<file path="src/rtl/mem_access_if.sv">
// rtl/mem_access_if.sv - data-cache request/response bus between the memory stage and the cache
interface mem_access_if;
  logic        dreq_valid;
  logic [31:0] dreq_addr;
  logic [1:0]  dreq_size;
  logic [3:0]  dreq_strobe;
  logic [31:0] dreq_data;
  logic        dresp_addr_ok;
  logic        dresp_data_ok;
  logic [31:0] dresp_data;

  modport master (
    output dreq_valid, dreq_addr, dreq_size, dreq_strobe, dreq_data,
    input  dresp_addr_ok, dresp_data_ok, dresp_data
  );

  modport slave (
    input  dreq_valid, dreq_addr, dreq_size, dreq_strobe, dreq_data,
    output dresp_addr_ok, dresp_data_ok, dresp_data
  );
endinterface

</file>
<file path="src/rtl/mem_access.sv">
// rtl/mem_access.sv - two-lane memory access stage, lane 1 accessed before lane 0
module mem_access (
  input  logic              clk,
  input  logic              resetn,
  input  logic [1:0]        in_valid,
  input  logic [1:0]        in_memtoreg,
  input  logic [1:0]        in_memwrite,
  input  logic [1:0]        in_regwrite,
  input  logic [1:0]        in_signext,
  input  logic [1:0][1:0]   in_msize,
  input  logic [1:0][31:0]  in_addr,
  input  logic [1:0][31:0]  in_wdata,
  input  logic [1:0][31:0]  in_alu_out,
  input  logic [1:0][4:0]   in_rdst,
  input  logic              flush,
  output logic              d_wait,
  mem_access_if.master      dbus,
  output logic [1:0]        out_valid,
  output logic [1:0]        out_regwrite,
  output logic [1:0][4:0]   out_rdst,
  output logic [1:0][31:0]  out_result
);

  typedef enum logic [2:0] {IDLE, REQ1, WAIT1, REQ0, WAIT0, DRAIN} state_t;

  state_t state, next_state, adv_state;

  logic [1:0]       s_valid, s_memtoreg, s_memwrite, s_regwrite, s_signext;
  logic [1:0][1:0]  s_msize;
  logic [1:0][31:0] s_addr, s_wdata, s_alu_out, s_ldata;
  logic [1:0][4:0]  s_rdst;

  logic [1:0]       s_mem;
  logic             cur_lane;
  logic             capture, ret_cap, ret_stage, ld_en, adv_retire;
  logic [31:0]      ld_shift, ld_val;
  logic [1:0][31:0] fin_result;

  assign s_mem    = s_valid & (s_memtoreg | s_memwrite);
  assign cur_lane = (state == REQ1) || (state == WAIT1);
  assign d_wait   = (state != IDLE);

  // State register; reset abandons any transaction in flight
  always_ff @(posedge clk) begin
    if (resetn) state <= IDLE;
    else        state <= next_state;
  end

  // Next state plus capture / load-latch / retire strobes
  always_comb begin
    next_state = state;
    capture    = 1'b0;
    ret_cap    = 1'b0;
    ret_stage  = 1'b0;
    ld_en      = 1'b0;
    adv_retire = !(cur_lane && s_mem[0]);
    adv_state  = adv_retire ? IDLE : REQ0;
    case (state)
      IDLE: begin
        if (!flush && (in_valid != 2'b00)) begin
          capture = 1'b1;
          if (in_valid[1] && (in_memtoreg[1] || in_memwrite[1]))      next_state = REQ1;
          else if (in_valid[0] && (in_memtoreg[0] || in_memwrite[0])) next_state = REQ0;
          else                                                        ret_cap = 1'b1;
        end
      end
      REQ1, REQ0: begin
        if (dbus.dresp_addr_ok) begin
          if (dbus.dresp_data_ok) begin
            // access finished at the accept edge; a flush here just drops it
            ld_en = !flush;
            if (flush) next_state = IDLE;
            else begin
              next_state = adv_state;
              ret_stage  = adv_retire;
            end
          end else if (flush) next_state = DRAIN;
          else next_state = (state == REQ1) ? WAIT1 : WAIT0;
        end else if (flush) begin
          next_state = IDLE;
        end
      end
      WAIT1, WAIT0: begin
        if (dbus.dresp_data_ok) begin
          ld_en = !flush;
          if (flush) next_state = IDLE;
          else begin
            next_state = adv_state;
            ret_stage  = adv_retire;
          end
        end else if (flush) begin
          next_state = DRAIN;
        end
      end
      DRAIN: begin
        if (dbus.dresp_data_ok) next_state = IDLE;
      end
      default: next_state = IDLE;
    endcase
  end

  // Request fields of the lane currently being accessed, with store lane/byte formatting
  always_comb begin
    dbus.dreq_valid  = (state == REQ1) || (state == REQ0);
    dbus.dreq_addr   = s_addr[cur_lane];
    dbus.dreq_size   = s_msize[cur_lane];
    dbus.dreq_data   = s_wdata[cur_lane];
    dbus.dreq_strobe = 4'b1111;
    case (s_msize[cur_lane])
      2'd0: begin
        dbus.dreq_data   = {4{s_wdata[cur_lane][7:0]}};
        dbus.dreq_strobe = 4'b0001 << s_addr[cur_lane][1:0];
      end
      2'd1: begin
        dbus.dreq_data   = {2{s_wdata[cur_lane][15:0]}};
        dbus.dreq_strobe = 4'b0011 << s_addr[cur_lane][1:0];
      end
      default: ;
    endcase
    if (!s_memwrite[cur_lane]) dbus.dreq_strobe = 4'b0000;
  end

  // Load extraction: align the addressed bytes to bit 0, then sign/zero extend
  always_comb begin
    ld_shift = dbus.dresp_data >> {s_addr[cur_lane][1:0], 3'b000};
    case (s_msize[cur_lane])
      2'd0:    ld_val = {{24{s_signext[cur_lane] & ld_shift[7]}}, ld_shift[7:0]};
      2'd1:    ld_val = {{16{s_signext[cur_lane] & ld_shift[15]}}, ld_shift[15:0]};
      default: ld_val = ld_shift;
    endcase
  end

  // Final per-lane result; the lane finishing this cycle takes its data straight off the bus
  always_comb begin
    for (int i = 0; i < 2; i++) begin
      if (s_valid[i] && s_memtoreg[i])
        fin_result[i] = (ld_en && (cur_lane == i[0])) ? ld_val : s_ldata[i];
      else
        fin_result[i] = s_alu_out[i];
    end
  end

  // Stage registers, load-data latches and the one-cycle retire outputs
  always_ff @(posedge clk) begin
    if (resetn) begin
      s_valid      <= '0;
      s_memtoreg   <= '0;
      s_memwrite   <= '0;
      s_regwrite   <= '0;
      s_signext    <= '0;
      s_msize      <= '0;
      s_addr       <= '0;
      s_wdata      <= '0;
      s_alu_out    <= '0;
      s_ldata      <= '0;
      s_rdst       <= '0;
      out_valid    <= '0;
      out_regwrite <= '0;
      out_rdst     <= '0;
      out_result   <= '0;
    end else begin
      out_valid <= 2'b00;
      if (capture) begin
        s_valid    <= in_valid;
        s_memtoreg <= in_memtoreg;
        s_memwrite <= in_memwrite;
        s_regwrite <= in_regwrite;
        s_signext  <= in_signext;
        s_msize    <= in_msize;
        s_addr     <= in_addr;
        s_wdata    <= in_wdata;
        s_alu_out  <= in_alu_out;
        s_rdst     <= in_rdst;
        s_ldata    <= '0;
      end
      if (ld_en) s_ldata[cur_lane] <= ld_val;
      if (ret_cap) begin
        out_valid    <= in_valid;
        out_regwrite <= in_valid & in_regwrite;
        out_rdst     <= in_rdst;
        out_result   <= in_alu_out;
      end
      if (ret_stage) begin
        out_valid    <= s_valid;
        out_regwrite <= s_valid & s_regwrite;
        out_rdst     <= s_rdst;
        out_result   <= fin_result;
      end
    end
  end

endmodule
</file>
<file path="src/flat_wrapper.sv">
// flat-port wrapper written by rule: the top's interface ports become plain ports
module mem_access_flat 
  (clk, resetn, in_valid, in_memtoreg, in_memwrite, in_regwrite, in_signext, in_msize, in_addr, in_wdata, in_alu_out, in_rdst, flush, d_wait, out_valid, out_regwrite, out_rdst, out_result, dbus_dreq_valid, dbus_dreq_addr, dbus_dreq_size, dbus_dreq_strobe, dbus_dreq_data, dbus_dresp_addr_ok, dbus_dresp_data_ok, dbus_dresp_data);
  mem_access_if dbus_i ();
  input  logic clk;
  input  logic resetn;
  input  logic [1:0] in_valid;
  input  logic [1:0] in_memtoreg;
  input  logic [1:0] in_memwrite;
  input  logic [1:0] in_regwrite;
  input  logic [1:0] in_signext;
  input  logic [1:0][1:0] in_msize;
  input  logic [1:0][31:0] in_addr;
  input  logic [1:0][31:0] in_wdata;
  input  logic [1:0][31:0] in_alu_out;
  input  logic [1:0][4:0] in_rdst;
  input  logic flush;
  output logic d_wait;
  output logic [1:0] out_valid;
  output logic [1:0] out_regwrite;
  output logic [1:0][4:0] out_rdst;
  output logic [1:0][31:0] out_result;
  output wire logic [$bits(dbus_i.dreq_valid)-1:0] dbus_dreq_valid;
  output wire logic [$bits(dbus_i.dreq_addr)-1:0] dbus_dreq_addr;
  output wire logic [$bits(dbus_i.dreq_size)-1:0] dbus_dreq_size;
  output wire logic [$bits(dbus_i.dreq_strobe)-1:0] dbus_dreq_strobe;
  output wire logic [$bits(dbus_i.dreq_data)-1:0] dbus_dreq_data;
  input wire logic [$bits(dbus_i.dresp_addr_ok)-1:0] dbus_dresp_addr_ok;
  input wire logic [$bits(dbus_i.dresp_data_ok)-1:0] dbus_dresp_data_ok;
  input wire logic [$bits(dbus_i.dresp_data)-1:0] dbus_dresp_data;
  assign dbus_dreq_valid = dbus_i.dreq_valid;
  assign dbus_dreq_addr = dbus_i.dreq_addr;
  assign dbus_dreq_size = dbus_i.dreq_size;
  assign dbus_dreq_strobe = dbus_i.dreq_strobe;
  assign dbus_dreq_data = dbus_i.dreq_data;
  assign dbus_i.dresp_addr_ok = dbus_dresp_addr_ok;
  assign dbus_i.dresp_data_ok = dbus_dresp_data_ok;
  assign dbus_i.dresp_data = dbus_dresp_data;
  mem_access u_core (.clk(clk), .resetn(resetn), .in_valid(in_valid), .in_memtoreg(in_memtoreg), .in_memwrite(in_memwrite), .in_regwrite(in_regwrite), .in_signext(in_signext), .in_msize(in_msize), .in_addr(in_addr), .in_wdata(in_wdata), .in_alu_out(in_alu_out), .in_rdst(in_rdst), .flush(flush), .d_wait(d_wait), .dbus(dbus_i), .out_valid(out_valid), .out_regwrite(out_regwrite), .out_rdst(out_rdst), .out_result(out_result));
endmodule
</file>
<file path="config.mk">
export PLATFORM = sky130hd
export DESIGN_NAME = mem_access_flat
export DESIGN_NICKNAME = d
export VERILOG_FILES = /design/src/rtl/mem_access_if.sv /design/src/rtl/mem_access.sv /design/src/flat_wrapper.sv
export SDC_FILE = /design/constraint.sdc
export NUM_CORES = 1
export LEC_CHECK = 0
export CAP_MARGIN = 30
export CORE_MARGIN = 2
export CORE_UTILIZATION = 35
export CTS_BUF_LIST = sky130_fd_sc_hd__clkbuf_2 sky130_fd_sc_hd__clkbuf_4 sky130_fd_sc_hd__clkbuf_8
export CTS_CLUSTER_SIZE = 25
export DETAILED_ROUTE_END_ITERATION = 16
export PLACE_DENSITY_LB_ADDON = 0.1
export SLEW_MARGIN = 0
export SYNTH_ARGS = -nofsm -noshare
export SYNTH_HDL_FRONTEND = slang
export SYNTH_SLANG_ARGS = --single-unit
</file>
<file path="constraint.sdc">
create_clock -name clk -period 3.45 [get_ports clk]
set_input_delay 0.69 -clock clk [delete_from_list [all_inputs] [get_ports clk]]
set_output_delay 0.69 -clock clk [all_outputs]
set_load 0.1 [all_outputs]
</file>
==> run metrics, run 1 <==
outcome complete, no violations; worst-path fanout max 7; WL per Instance a little under 20 um; Chip Width 216 um; drt pass-1 iters 6; share of the synthesized area in the top cell type a little over two fifths; highest metal used met5; setup TNS 0 ps; core box area about 0.044 mm^2; DR WL met2 between 20 and 30 mm; initial antenna violation count 13; Final Hold Violating Endpoints 0; vias in the first global route about 16000; # setup viols final 0; Final Skew 20.1 ps; Detailed Route WL approximately 63 mm; Antenna Nets Post-Route 0; fin util between 50% and 60%; Seq/Total Area, Yosys a little over two fifths; most frequent cells in the layout nand2_1 (707), dfxtp_1 (336), a21oi_1 (316), clkdlybuf4s50_1 (251), buf_4 (139); first-iteration detailed-routing DRC count between 1000 and 1500; Post-Syn Instances roughly 2200; worst slew pin tran between 1000 and 1500 ps; final worst slack between 100 and 150 ps; GRT Residual Overflow 0; top area cells in the synthesized netlist dfxtp_1 (43%), nand2_1 (17%), a21oi_1 (10%); TritonCTS Buffers 59; CTS Buffer Depth 3; Clock Latency Late Sink between 600 and 700 ps; GPL Wtd Cong ~0.85; first-pass GRT wire length 95.6 mm; H-tree levels 2; maximum vdd drop 0.893 mV; post-DP HPWL roughly 44 mm; synthesized flop and latch total approximately 340; pwr/cell area between 700 and 800 mW/mm^2; average size of a mapped cell between 7 and 8 um^2; Final Critical Period roughly 3300 ps; aggregate global-route resource usage a little over a quarter; Setup WS pre-CTS between 70 and 80 ps; Port Buffers approximately 400; io pins 403; Min-Delay Path Class in2reg; register area 0.00679 mm^2; Lkg Pwr around 8.5 nW; clock sinks roughly 340; # DRC 0; Vias 16900; RSZ-0062 raised after global routing true; hold-fix buffers at CTS 0; Mapped Area ~0.016 mm^2; Synth Net Count around 2400; fin cells 3178; TritonCTS clock tree built; Area Overhead vs Synth 45.0%; DR vias/cell about 5.3; EDFF count, synth 0; kind of critical path reg2out; most common cell after layout, fill and taps aside nand2_1; routed length on met3 between 5 and 6 mm; layout cells sized above 1 16.3%; DIE HEIGHT 216 um; row cnt between 70 and 80; Slew HR around 28%; multi-input logic area approximately 0.0085 mm^2; Initial Utilization around 35%; CTS clk-pin slew, worst paths ~60 ps; Highest Clock Rate about 300 MHz; CP endpoint kind output port; Ys Warns 0; asr flop ratio synth 0%; CP Launch Type flop; number of fill cells 4309; top_reg_cell synth dfxtp_1; Clock Tree Root clkbuf_8; Data required, critical path ~2800 ps; post-placement cell count 3048; wire length on met1 26.5 mm; fin crit share a little over nine tenths; final slew viol count 0; full die area 0.0465 mm^2; Yosys top cell by area dfxtp_1; max-cap violations 0; largest net degree at the start of global routing roughly 140; nets@finish ~2800; Distinct cells, synth 69; Critical Path AT around 2600 ps
==> worst max-delay path, stage by stage (launching register included) <==
cell	delay [ps]
dfxtp_2	360
xnor2_4	310
nor2_4	70
buf_12	150
buf_4	150
mux2i_2	240
inv_1	180
o211ai_1	220
o21ai_2	110
buf_12	180
==> Yosys cell counts (all sizes together) (6+ instances only) <==
library cell    n
nand2         711
dfxtp         339
a21oi         324
o21ai         129
clkbuf        128
nor2           94
buf            50
a31oi          47
nor3           43
mux2i          38
nand3          35
a22oi          22
nand2b         18
o31ai          17
a211oi         16
a221o          16
a311oi         16
o211ai         15
and2           13
inv            13
o22ai          12
and3            8
nor2b           6
==> per-stage QoR <==
stage | power [mW] | hold slack [ps] | area, um^2
2_1_floorplan | 10.3 | 431 | 15900
3_3_place_gp | 13.2 | 438 | 21100
3_5_place_dp | 13.3 | 445 | 21100
4_1_cts | 17.6 | 338 | 22600
5_1_grt | 18.4 | 373 | 22700
6_report | 17.6 | 392 | 22700
==> metal layers <==
| metal | track usage, % | vias to the layer above |
|---|---|---|
| met5 | 0 | - |
| met4 | 11.6 | 6 |
| met3 | 6.58 | 117 |
| met2 | 40.6 | 616 |
| met1 | 34.3 | 7975 |
| li1 | - | 8183 |
==> final timing paths <==
| kind | start | endpoint | slack, ps | cells past startpoint |
|---|---|---|---|---|
| worst max-delay path | u_core.state[1] | dbus_dreq_data[27] | 130 | 9 |
| worst min-delay path | resetn | u_core.s_alu_out[50] | 390 | 2 |
| worst max register to register | u_core.state[1] | u_core.out_result[22] | 570 | 7 |
| worst min register to register | u_core.s_alu_out[3] | u_core.s_alu_out[3] | 450 | 2 |
==> final cells by class <==
class | instances | area share (%)
tap | 592 | 3.26
timing repair buffer | 476 | 23.1
multi-input combinational | 1637 | 37.5
sequential | 339 | 29.9
clock buffer | 98 | 5.52
inverter | 14 | 0.270
antenna | 10 | 0.110
clock inverter | 12 | 0.303
==> kinds of logic (layout without fill, tap and decap cells) <==
kind of cell,count (synthesis),count (layout),synth area share [%]
AO/OA/AOI/OAI,653,653,24.3
XOR/XNOR,3,3,0.263
buffers and inverters,192,600,5.00
flip-flops,339,339,43.3
multiplexers,41,41,2.64
other,0,10,0
AND/OR/NAND/NOR,940,940,24.5
==> power breakdown <==
part / internal, mW / switching [mW]
Sequential: 4.42 / 0.315
Clock: 2.29 / 1.75
Combinational: 2.88 / 5.99
==> timing repair <==
action / 4_1_cts / 5_1_grt
gates resized for setup: 37 / 7
cloned: 0 / 1
buffers inserted: 8 / 1
endpoints found under the setup margin: 28 / 17
pin swaps: 1 / 2
hold endpoints to repair: 0 / 0
==> flip-flops by register name (all words and copies together), names as in the netlist <==
name                 cells
u_core.out_valid         2
u_core.s_valid           2
u_core.s_regwrite        2
u_core.out_result       64
u_core.out_regwrite      2
u_core.s_ldata          42
u_core.state             3
u_core.out_rdst         10
u_core.s_memtoreg        2
u_core.s_signext         2
u_core.s_msize           4
u_core.s_rdst           10
u_core.s_wdata          64
u_core.s_memwrite        2
u_core.s_alu_out        64
u_core.s_addr           64
No activity file was read; power rests on OpenSTA's default activity.
==> inputs of run 2 (changes only) <==
--- a/config.mk
+++ b/config.mk
@@ -6,13 +6,14 @@
 export NUM_CORES = 1
 export LEC_CHECK = 0
 export CAP_MARGIN = 30
-export CORE_MARGIN = 2
 export CORE_UTILIZATION = 35
 export CTS_BUF_LIST = sky130_fd_sc_hd__clkbuf_2 sky130_fd_sc_hd__clkbuf_4 sky130_fd_sc_hd__clkbuf_8
 export CTS_CLUSTER_SIZE = 25
 export DETAILED_ROUTE_END_ITERATION = 16
+export HOLD_SLACK_MARGIN = 0.12
 export PLACE_DENSITY_LB_ADDON = 0.1
 export SLEW_MARGIN = 0
 export SYNTH_ARGS = -nofsm -noshare
 export SYNTH_HDL_FRONTEND = slang
 export SYNTH_SLANG_ARGS = --single-unit
+export TNS_END_PERCENT = 50
==> run 2 against run 1 <==
  * Combinational power down 2.4%
  * Register-to-register slack better by 150 ps
  * Via count down 0.20%
==> run metrics, run 2 (synthesized netlist as in run 1, its figures left out) <==
fin cells 3178 (unchanged); GPL Wtd Cong 0.877 (+2.9%); Clock Tree Root clkbuf_8; cell area after layout 0.0227 mm^2 (about the same); fin crit share 97.0% (+0.92 points); worst r2r path cells 8 (+1); # diodes 0 (-10); Area Overhead vs Synth 44.9% (about the same); nets@finish 2786 (+0.22%); # DRC 0 (unchanged); GRT Residual Overflow 0 (unchanged); post-DP HPWL 43.5 mm (-1.4%); TritonCTS clock tree built; Clock Latency Late Sink 660 ps (about the same); drt pass-1 iters 5 (-1); vias in the first global route 15700 (-3.2%); first-pass GRT wire length 92.9 mm (-2.8%); # setup viols final 0 (unchanged); Initial Utilization 35.5% (unchanged); core box area 0.0442 mm^2 (unchanged); hold-critical path depth 2 (unchanged); Min-Delay Path Class reg2reg; row cnt 77 (unchanged); clock sinks 339 (unchanged); DR vias/cell 5.31 (-0.20%); DIE HEIGHT 214 um (-0.93%); Highest Clock Rate 299 MHz (-0.95%); full die area 0.0457 mm^2 (-1.8%); Lkg Pwr 8.59 nW (+0.80%); hold-fix buffers at CTS 0 (unchanged); Critical Path AT 2660 ps (+30 ps); CP endpoint kind output port; worst hold slack 452 ps (+59.9 ps); number of fill cells 4297 (-0.28%); Slew HR 36.0% (+7.7 points); post-placement cell count 3057 (+0.30%); pwr/cell area 777 mW/mm^2 (+0.21%); layout cells sized above 1 16.3% (about the same); dpl cell area 0.0211 mm^2 (+0.16%); CP Launch Type flop; Tot Pwr 17.7 mW (+0.18%); RSZ-0062 raised after global routing true; Port Buffers 402 (unchanged); CTS clk-pin slew, worst paths 60 ps (about the same); Chip Width 214 um (-0.93%); largest net degree at the start of global routing 88 (-38%); max-cap violations 0 (unchanged); TritonCTS Buffers 61 (+3.4%); maximum vdd drop 0.679 mV (-24%); kind of critical path reg2out; Final Hold Violating Endpoints 0 (unchanged); Detailed Route WL 61.7 mm (-1.9%); worst slew pin tran 955 ps (-117 ps); Data required, critical path 2760 ps (about the same); final slew viol count 0 (unchanged); H-tree levels 2 (unchanged); WL per Instance 19.4 um (-1.9%); most frequent cells in the layout nand2_1 (706), dfxtp_1 (336), a21oi_1 (318), clkdlybuf4s50_1 (251), buf_4 (144); outcome complete, no violations; worst-path fanout max 15 (+8); Final Skew 17.7 ps (-2.43 ps); fin util 51.4% (about the same); Antenna Nets Post-Route 0 (unchanged); first-iteration detailed-routing DRC count 1394 (+2.7%); Final Critical Period 3350 ps (+31.7 ps); Vias 16900 (-0.20%); initial antenna violation count 7 (-6); most common cell after layout, fill and taps aside nand2_1; CTS Buffer Depth 3 (unchanged); io pins 403 (unchanged); aggregate global-route resource usage 26.4% (+0.24 points)
-- run 2: final cells by class --
cell class | count | area, um^2 | area share (%)
Sequential cell | 339 | 6800 | 29.9
Tap cell | 592 | 741 | 3.26
Clock inverter | 15 | 133 | 0.583
Multi-Input combinational cell | 1637 | 8420 | 37.0
Inverter | 14 | 58.8 | 0.259
Timing Repair Buffer | 480 | 5290 | 23.3
Clock buffer | 101 | 1300 | 5.70
-- run 2: report_power, final --
group / internal (mW) / switching, mW / total, mW
clock network: 2.52 / 1.77 / 4.29
logic: 2.75 / 5.91 / 8.66
registers: 4.42 / 0.307 / 4.73
-- run 2: per-stage QoR --
stage | TNS (ps) | setup slack [ps]
6_report | 0 | 103
3_5_place_dp | 0 | 247
5_1_grt | -80.2 | -32.4
4_1_cts | 0 | 11.3
3_3_place_gp | 0 | 301
2_1_floorplan | -3150 | -451
-- run 2: final timing paths --
check / startpoint / slack (ps) / to
worst min-delay path: u_core.s_alu_out[2] / 450 / u_core.s_alu_out[2]
worst max-delay path: u_core.state[0] / 100 / dbus_dreq_data[29]
worst max register to register: u_core.state[0] / 720 / u_core.out_result[27]
worst min register to register: u_core.s_alu_out[2] / 450 / u_core.s_alu_out[2]
-- run 2: repair_timing --
item,4_1_cts,5_1_grt
gates resized for setup,18,14
pin swaps,2,2
endpoints found under the setup margin,49,36
buffers inserted,4,0
cloned,0,0
hold endpoints to repair,0,0
-- run 2: routing by layer --
metal	up-vias	global-route usage (%)	routed length (um)
met4	10	9.33	1700
met2	670	42.4	29000
li1	8175	-	-
met5	-	0	73
met1	7908	34.4	25800
met3	100	6.41	5110
-- run 2: critical path: stages (launching register included) --
cell,delay (ps)
dfxtp_4,410
xor2_4,250
buf_8,190
and3_1,240
buf_4,260
o22ai_1,200
o21ai_2,240
buf_12,200
==> inputs of run 3 (changes only) <==
--- a/config.mk
+++ b/config.mk
@@ -6,7 +6,7 @@
 export NUM_CORES = 1
 export LEC_CHECK = 0
 export CAP_MARGIN = 30
-export CORE_UTILIZATION = 35
+export CORE_UTILIZATION = 30
 export CTS_BUF_LIST = sky130_fd_sc_hd__clkbuf_2 sky130_fd_sc_hd__clkbuf_4 sky130_fd_sc_hd__clkbuf_8
 export CTS_CLUSTER_SIZE = 25
 export DETAILED_ROUTE_END_ITERATION = 16
==> run 3 against run 2 <==
  * Sequential share of layout area down 0.064 points
  * Critical endpoint is now dbus_dreq_data[25]
  * Combinational power about the same
  * Highest routed layer unchanged
  * Routed wire length up 7.9%
  * Fmax is 0.86% higher
  * Cell area is 0.21% higher
  * Utilization down 7.2 points
  * Largest cell class unchanged
  * Largest power group unchanged
==> run metrics, run 3 (synthesized netlist as in run 1, its figures left out) <==
outcome complete, no violations; number of fill cells 5289 (+23%); Clock Latency Late Sink 660 ps (about the same); pwr/cell area 775 mW/mm^2 (-0.30%); Sw Share 45.6% (+0.37 points); TritonCTS Buffers 66 (+8.2%); Vias 17000 (+0.90%); most common cell after layout, fill and taps aside nand2_1; core box area 0.0515 mm^2 (+16%); TritonCTS clock tree built; Reg-to-Reg Start u_core.state[2]; flop2flop setup slack 720 ps (about the same); Chip Width 231 um (+7.9%); fin crit share 96.2% (-0.83 points); max-cap violations 0 (unchanged); Port Buffers 402 (unchanged); Tot Pwr 17.7 mW (about the same); Psw 8.05 mW (+0.72%); nets@finish 2788 (+0.072%); full die area 0.0532 mm^2 (+17%); setup TNS 0 ps (unchanged); H-tree levels 3 (+1); DR vias/cell 5.21 (-1.7%); worst-path fanout max 5 (-10); RSZ-0062 raised after global routing false; CTS clk-pin slew, worst paths 60 ps (about the same); CTS Buffer Depth 3 (unchanged); final slew viol count 0 (unchanged); global-route met3 utilization 7.91% (+1.5 points); io pins 403 (unchanged); aggregate global-route resource usage 24.5% (-1.9 points); met2 Use GR 38.2% (-4.2 points); Final Critical Period 3320 ps (-28.6 ps); Antenna Nets Post-Route 0 (unchanged); vias in the first global route 16300 (+3.9%); first-pass GRT wire length 100 mm (+8.1%); clock sinks 339 (unchanged); maximum vdd drop 0.584 mV (-14%); drt pass-1 iters 5 (unchanged); cell area after layout 0.0228 mm^2 (+0.21%); internal power 9.61 mW (-0.75%); GPL Wtd Cong 0.906 (+3.3%); crit path launch u_core.state[0]; worst hold slack 452 ps (+0.544 ps); clock share of power 24.1% (about the same); largest net degree at the start of global routing 137 (+56%); Clock Tree Root clkbuf_8; Slew HR 36.8% (+0.79 points); layout cells sized above 1 16.2% (-0.16 points); DIE HEIGHT 231 um (+7.9%); dpl cell area 0.0212 mm^2 (+0.38%); Comb power frac 49.0% (about the same); final worst slack 131 ps (+28.6 ps); first-iteration detailed-routing DRC count 1233 (-12%); Area Overhead vs Synth 45.2%; Data required, critical path 2760 ps (about the same); CP Launch Type flop; sequential power share 26.8% (about the same); initial antenna violation count 19 (+12); GRT Max-Usage Layer met2; # DRC 0 (unchanged); GRT Residual Overflow 0 (unchanged); # setup viols final 0 (unchanged); Setup WS pre-CTS 317 ps (+70.2 ps); Final Hold Violating Endpoints 0 (unchanged); Detailed Route WL 66.6 mm (+7.9%); Final Skew 32.6 ps (+14.9 ps); kind of critical path reg2out; hold path startpoint u_core.s_alu_out[5]; Critical Path AT 2630 ps (-30 ps); Lkg Pwr 8.54 nW (-0.64%); post-DP HPWL 47.1 mm (+8.4%); WL per Instance 20.4 um (+5.1%); worst slew pin tran 947 ps (-7.36 ps); hold-fix buffers at CTS 0 (unchanged); row cnt 83 (+7.8%); CP endpoint kind output port; most frequent cells in the layout nand2_1 (706), dfxtp_1 (336), a21oi_1 (318), clkdlybuf4s50_1 (251), buf_4 (139); met1 usage 31.9% (-2.5 points); Initial Utilization 30.5% (-5.0 points); Highest Clock Rate 301 MHz (+0.86%); Min-Delay Path Class reg2reg
run 3: changes by cell type in the layout (fill, tap and decap cells not counted), moves of 2 or more:
cell / delta
mux2i_2: +2
clkinvlp_4: +2
clkinv_2: -6
clkbuf_8: -7
inv_6: +2
clkbuf_4: +7
buf_4: -5
buf_6: +2
o21ai_2: -4
diode_2: +3
o21ai_1: +4
run 3: final timing paths:
check,end,cells past startpoint
worst max-delay path,dbus_dreq_data[25],8
worst min-delay path,u_core.s_alu_out[5],2
worst max register to register,u_core.out_result[21],8
worst min register to register,u_core.s_alu_out[5],2
run 3: layout make-up:
type                    count  area (um^2)  share of cell area [%]
clock buffers             101         1250                    5.50
well taps                 680          851                    3.73
multi-input cells        1637         8410                    36.9
inverters                  14         60.1                   0.264
diodes                      3         7.51                  0.0329
clock inverters            12          130                   0.571
flip-flops and latches    339         6800                    29.8
repair buffers            477         5270                    23.1
run 3: what timing repair did:
| item | in CTS | in global routing |
|---|---|---|
| cloned | 0 | 1 |
| buffers inserted | 4 | 1 |
| gates resized for setup | 23 | 15 |
| pin swaps | 1 | 1 |
| setup endpoints to repair | 59 | 15 |
run 3: stage by stage:
stage               util (%)  instances
detailed placement      41.1       3141
CTS                     44.0       3258
global route            44.2       3261
finish                  44.2       3263
floorplan                  -       2168
global placement        41.1       3141
run 3: routing by layer:
layer	share of wire, %	vias to the layer above
met2	45	663
met5	0.35	-
met3	8.6	139
li1	-	8186
met4	2.8	32
met1	43	7994
run 3: worst max-delay path, stage by stage (launching register included):
cell	delay, ps
dfxtp_4	380
xnor2_4	180
nor2_4	200
buf_4	180
mux2i_1	400
nor2_1	70
a21oi_1	260
mux2i_4	130
buf_12	190
run 3: power by group through the flow:
stage / sequential, mW / combinational, mW / clock, mW
2_1_floorplan: 5.55 / 4.66 / 0
4_1_cts: 4.72 / 8.62 / 4.39
3_5_place_dp: 4.79 / 8.49 / 0
3_3_place_gp: 4.78 / 8.47 / 0
5_1_grt: 4.79 / 9.12 / 4.57
6_report: 4.74 / 8.66 / 4.26
